### src/rtl/serial_adder.sv
// Bit-serial WIDTH-bit adder: one operand bit pair per clock, LSB first, through
// two half-adder cells and a single carry flop. Result is held until the next completion.

module half_adder (
  input  logic A,
  input  logic B,
  output logic SUM,
  output logic CARRY
);
  assign SUM   = A ^ B;
  assign CARRY = A & B;
endmodule

module serial_adder #(
  parameter int WIDTH = 8
) (
  input  logic             CLK,
  input  logic             RST,
  input  logic             START,
  input  logic [WIDTH-1:0] A,
  input  logic [WIDTH-1:0] B,
  input  logic             CIN,
  output logic             BUSY,
  output logic             DONE,
  output logic [WIDTH-1:0] SUM,
  output logic             COUT
);
  localparam int CW = $clog2(WIDTH) + 1;

  typedef enum logic [1:0] {IDLE, RUN, FIN} state_t;

  state_t           state;
  logic [WIDTH-1:0] sa, sb, ps;
  logic             c;
  logic [CW-1:0]    cnt;

  logic p, g, s, t, c_next;
  logic [WIDTH-1:0] ps_next;

  half_adder u_ha0 (.A(sa[0]), .B(sb[0]), .SUM(p), .CARRY(g));
  half_adder u_ha1 (.A(p),     .B(c),     .SUM(s), .CARRY(t));
  assign c_next = g | t;

  // New bit enters at the MSB; written as shifts so WIDTH=1 needs no special case.
  assign ps_next = (ps >> 1) | ({{(WIDTH-1){1'b0}}, s} << (WIDTH-1));

  always_ff @(posedge CLK) begin
    if (RST) begin
      state <= IDLE;
      BUSY  <= 1'b0;
      DONE  <= 1'b0;
      SUM   <= '0;
      COUT  <= 1'b0;
      sa    <= '0;
      sb    <= '0;
      ps    <= '0;
      c     <= 1'b0;
      cnt   <= '0;
    end else begin
      case (state)
        IDLE, FIN: begin
          if (START) begin
            sa    <= A;
            sb    <= B;
            c     <= CIN;
            cnt   <= '0;
            ps    <= '0;
            state <= RUN;
            BUSY  <= 1'b1;
          end else begin
            state <= IDLE;
            BUSY  <= 1'b0;
          end
          DONE <= 1'b0;
        end
        RUN: begin
          ps  <= ps_next;
          sa  <= sa >> 1;
          sb  <= sb >> 1;
          c   <= c_next;
          cnt <= cnt + 1'b1;
          if (cnt == CW'(WIDTH - 1)) begin
            SUM   <= ps_next;
            COUT  <= c_next;
            state <= FIN;
            BUSY  <= 1'b0;
            DONE  <= 1'b1;
          end
        end
        default: begin
          state <= IDLE;
          BUSY  <= 1'b0;
          DONE  <= 1'b0;
        end
      endcase
    end
  end
endmodule

### config.mk
export PLATFORM = sky130hd
export DESIGN_NAME = serial_adder
export DESIGN_NICKNAME = d
export VERILOG_FILES = /design/src/rtl/serial_adder.sv
export SDC_FILE = /design/constraint.sdc
export NUM_CORES = 1
export LEC_CHECK = 0
export ABC_AREA = 1
export ABC_CLOCK_PERIOD_IN_PS = 2100
export BUFFER_PORTS_ARGS = -buffer_cell sky130_fd_sc_hd__buf_2
export CORE_ASPECT_RATIO = 1.1
export CORE_UTILIZATION = 45
export CTS_CLUSTER_SIZE = 25
export DETAILED_ROUTE_END_ITERATION = 10
export PLACE_DENSITY = 0.74
export RECOVER_POWER = 100
export SLEW_MARGIN = 30
export SYNTH_ARGS = -nofsm -noshare
export SYNTH_HDL_FRONTEND = slang
export SYNTH_SLANG_ARGS = --single-unit
### constraint.sdc
create_clock -name CLK -period 2.1 [get_ports CLK]
set_input_delay 0.105 -clock CLK [delete_from_list [all_inputs] [get_ports CLK]]
set_output_delay 0.105 -clock CLK [all_outputs]
set_load 0.01 [all_outputs]
=== Word-level counts from Yosys, hierarchy flattened ===
Cells that the tools add are included.

* Register bits after elaboration: 42
* Input port bits: 20
* Output and inout bits: 11

* Bitwise logic cells: 7
* Reductions and logical operators: 6
* Add/subtract/negate cells: 1
* Equal/unequal tests: 5
* Mux-type cells: 16

{| class="wikitable"
|+ Operators with widths
! cell !! number
|-
| $pmux W8 S2 || 3
|-
| $mux W8 || 3
|-
| $or A7 B8 Y8 || 1
|-
| $pmux W4 S2 || 1
|-
| $add A4 B1 Y4 const B || 1
|-
| $eq A4 B3 Y1 const B || 1
|-
| $mux W1 || 4
|-
| $mux W4 || 1
|-
| $ne A2 B2 Y1 const B || 2
|-
| $pmux W1 S2 || 2
|-
| $pmux W2 S2 || 1
|-
| $reduce_and A2 Y1 || 2
|-
| $reduce_or A2 Y1 || 2
|-
| $and A1 B1 Y1 || 2
|-
| $eq A2 B1 Y1 const B || 1
|-
| $eq A2 B2 Y1 const B || 1
|-
| $logic_not A2 Y1 || 1
|-
| $mux W2 || 1
|-
| $reduce_bool A2 Y1 || 1
|-
| $xor A1 B1 Y1 || 2
|-
| $not A1 Y1 || 1
|-
| $or A1 B1 Y1 || 1
|}

=== Depth between registers and ports, before layout ===
* Depth in word-level cells: 4
* Gate-level depth with buffers: 7
* Depth with buffers taken out: 6

=== Modules after synthesis ===
A second synthesis with hierarchy kept.

* Cell total of the unflattened synthesis: 245
* Area, all modules: 1,823.0 um^2

{| class="wikitable"
|+ By module, submodules not included
! module !! times used !! cells an instance !! area each (um^2)
|-
| serial_adder || 1 || 243 || 1,798.0
|-
| half_adder || 2 || 1 || 12.5
|}

=== Worst setup path after synthesis ===
Ideal clock, no wire load.

* Kind: register -> register
* Start point: reg state[0]
* End point: reg SUM[1]
* Arrival: 1,088 ps
* Slack: 900 ps
* Stages on the path, launching flop included: 8
* Required time: 1,988 ps
* Cells stage by stage: dfxtp_1 -> buf_4 -> inv_4 -> nor2_4 -> buf_4 -> nand2_1 -> nand3_1 -> nand2_1

* Longest elaborated chain between the ends: 2

{| class="wikitable"
|+ Ends and longest elaborated chain
! element !! RTL line !! text
|-
| from (decl) || 32 || <nowiki>state_t state;</nowiki>
|-
| from (signal assigned) || 49 || <nowiki>state <= IDLE;</nowiki>
|-
| from (signal assigned) || 68 || <nowiki>state <= RUN;</nowiki>
|-
| from (signal assigned) || 71 || <nowiki>state <= IDLE;</nowiki>
|-
| $eq A2 B1 Y1 || 60 || <nowiki>case (state)</nowiki>
|-
| $reduce_and A2 Y1 (no source line) || - ||
|-
| to (signal assigned) || 83 || <nowiki>SUM <= ps_next;</nowiki>
|-
| to (decl) || 25 || <nowiki>output logic [WIDTH-1:0] SUM,</nowiki>
|}

No other way between the ends.
A chain may end at the register's enable or synchronous reset.

=== Final worst setup path ===
Same ends and word-level chain as after synthesis.

==> impl_results.md <==
* CTS tree: done
* Mean Syn Cell Area at 7.27 um2
* Post-Place Setup Slack at 0.599 ns
* Syn_nets at 271
* Setup TNS at 0 ns
* First-pass GRT wire length at 6.71 mm
* Number of synthesized register bits at 40
* DRT iter0 DRCs at 78
* Final worst-path setup slack at 0.510 ns
* Remaining global-route overflow at 0
* Layout cells sized above 1 at 0.131
* Data arrival, critical path at 1.83 ns
* Clock root cell: clkbuf_8
* Setup Buffers After CTS at 0
* Non-Filler Instances at 324
* Top Ports at 31
* CP required at 2.34 ns
* Largest family of logic cells by synthesized area: simple AND/OR/NAND/NOR gates
* VDD IR max at 0.395 mV
* Fin crit share at 0.757
* Leakage at 0.829 nW
* Max cap viols at 0
* Cell Area, Synth at 1810 um2
* Initial Util at 0.484
* Number of global-route vias before repair at 1,523
* Total clock sinks at 40
* Tot Pwr at 1.63 mW
* GRT Overall Usage at 0.200
* Largest area contributor in the netlist: dfxtp_1
* Inserted Diodes at 0
* Sequential cell area fraction in the yosys report at 0.443
* Layout area overhead at 12.2%
* Synth warn at 0
* Rel. slew slack at 0.591
* Mux cell area share after synthesis at 0
* Synth top area share at 0.443
* Met2 wire length at 1.75 mm
* HPWL after DPL at 2.39 mm
* CTS H-tree depth at 2
* Core Area at 3740 um2
* Die area at 4280 um2
* Distinct cell type count of the synthesized netlist at 22
* RSZ-0062 raised after global routing: false
* DIE HEIGHT at 68.5 um
* Via density at 5.08
* Crit path time final at 1.59 ns
* Post-Route M1 WL at 1.75 mm
* Synth Area in Compound Gates at 0.0871
* Slew @ Worst Pin at 0.611 ns
* Post-CTS Resized at 0
* Critical path class: reg -> reg
* DRC at 0
* XOR/XNOR Fraction of Synth Area at 0
* CTS Buffer Depth at 2
* Placer Congestion at 0.733
* Final setup violation count at 0
* Buffers on Ports at 30
* Die X at 62.5 um
* Achievable Freq at 0.629 GHz
* Ranking of synthesized cells by area: dfxtp_1, nand3_1, nand2_1, a21oi_1, nor2_1
* Hold Crit Class: in -> reg
* Worst clock skew at 0.00308 ns
* Fin. Hold Viols at 0
* Drt total wl at 3.73 mm
* Initial DRT Pass Iterations at 5
* DR WL/cell at 11.5 um
* Antenna violations before repair at 0
* Mapped Cells at 249
* Pin count of the biggest net entering global routing at 29
* Nets at 295
* Clock slew at reported path FFs at 0.08 ns
* Outcome: finished, final reports clean
* Rows at 23
* Met3 routed WL at 186 um
* Clk Latency, worst-skew pair at 0.29 ns
* Cts bufs inserted at 5
* Power per cell area at 803 nW/um2
* Top layer in use: met4
* CP endpoint kind: flip-flop
* Simple-gate share of the synthesized area at 0.340
* Inst Count DP at 316
* Adder-cell share of the synthesized area at 0.0180
* Maximum fanout along the worst path at 17
* Slew Viols, Final at 0
* Routed Antenna Nets at 0
* CTS Hold Bufs at 0
* CP Launch Type: flip-flop
* Via count at 1,646
==> path summary, 6_finish.rpt <==
kind	start	to	slack (ns)	depth (start not counted)
min	A[7]	sa[7]	0.05	3
max	state[0]	SUM[1]	0.51	6
min reg2reg	ps[2]	SUM[1]	0.47	2
max reg2reg	state[0]	SUM[1]	0.51	6
==> metal layers <==
metal,vias up,GRT usage
met5,-,0
met4,0,0.0610
met3,7,0.0543
met2,41,0.363
met1,742,0.232
li1,856,-
==> cells by family (layout without fill, tap and decap cells) <==
group	count (synthesis)	count (layout)
buf+inv	43	68
fa+ha+maj	2	2
compound gates	30	30
flops	40	40
simple gates	134	134
==> critical path, cell delays in order (launching register included) <==
cell     delay (ns)
dfxtp_1        0.53
inv_4          0.16
nor2_4         0.30
nand2_1        0.23
nor2_2         0.19
nand2_1        0.07
nand2_1        0.05
==> report_power, final <==
part / leakage [nW] / switching, mW / internal [mW]
logic: 0.448 / 0.130 / 0.0663
clock network: 0.0552 / 0.265 / 0.353
registers: 0.325 / 0.0252 / 0.791
==> cell type report <==
cell class / count / area, um2
multi-input cells: 166 / 800
clock buffers: 6 / 72.6
clock inverters: 2 / 35.0
fillers: 409 / 1710
flip-flops and latches: 40 / 801
well taps: 50 / 62.6
repair buffers: 32 / 151
inverters: 28 / 108
==> per-stage QoR <==
step,utilization,hold slack (ns),area [um2]
2_1_floorplan,-,0.254,1810
3_3_place_gp,0.519,0.347,1940
3_5_place_dp,0.519,0.357,1940
4_1_cts,0.547,0.0415,2050
5_1_grt,0.542,0.0764,2030
6_report,0.542,0.0455,2030
==> registers in the layout, summed over array words and instances, names as in the netlist <==
signal / flops
c: 1
sb: 8
ps: 7
sa: 8
DONE: 1
COUT: 1
SUM: 8
cnt: 4
state: 2
==> synth_stat cells <==
| cell | count |
|---|---|
| a21oi_1 | 17 |
| buf_2 | 8 |
| buf_4 | 4 |
| buf_6 | 2 |
| clkbuf_1 | 1 |
| clkinv_1 | 4 |
| dfxtp_1 | 40 |
| fa_1 | 1 |
| ha_1 | 1 |
| inv_1 | 21 |
| inv_2 | 2 |
| inv_4 | 1 |
| nand2_1 | 42 |
| nand2_2 | 1 |
| nand2_4 | 2 |
| nand3_1 | 63 |
| nor2_1 | 22 |
| nor2_2 | 3 |
| nor2_4 | 1 |
| o21ai_0 | 2 |
| o21ai_1 | 5 |
| o22ai_1 | 6 |
==> cell usage in the layout, fill, tap and decap left out, drive strengths merged <==
master / n
a21oi: 17
buf: 21
bufinv: 1
clkbuf: 17
clkinv: 5
dfxtp: 40
fa: 1
ha: 1
inv: 24
nand2: 45
nand3: 63
nor2: 26
o21ai: 7
o22ai: 6
Power figures use the tool's default switching activity.
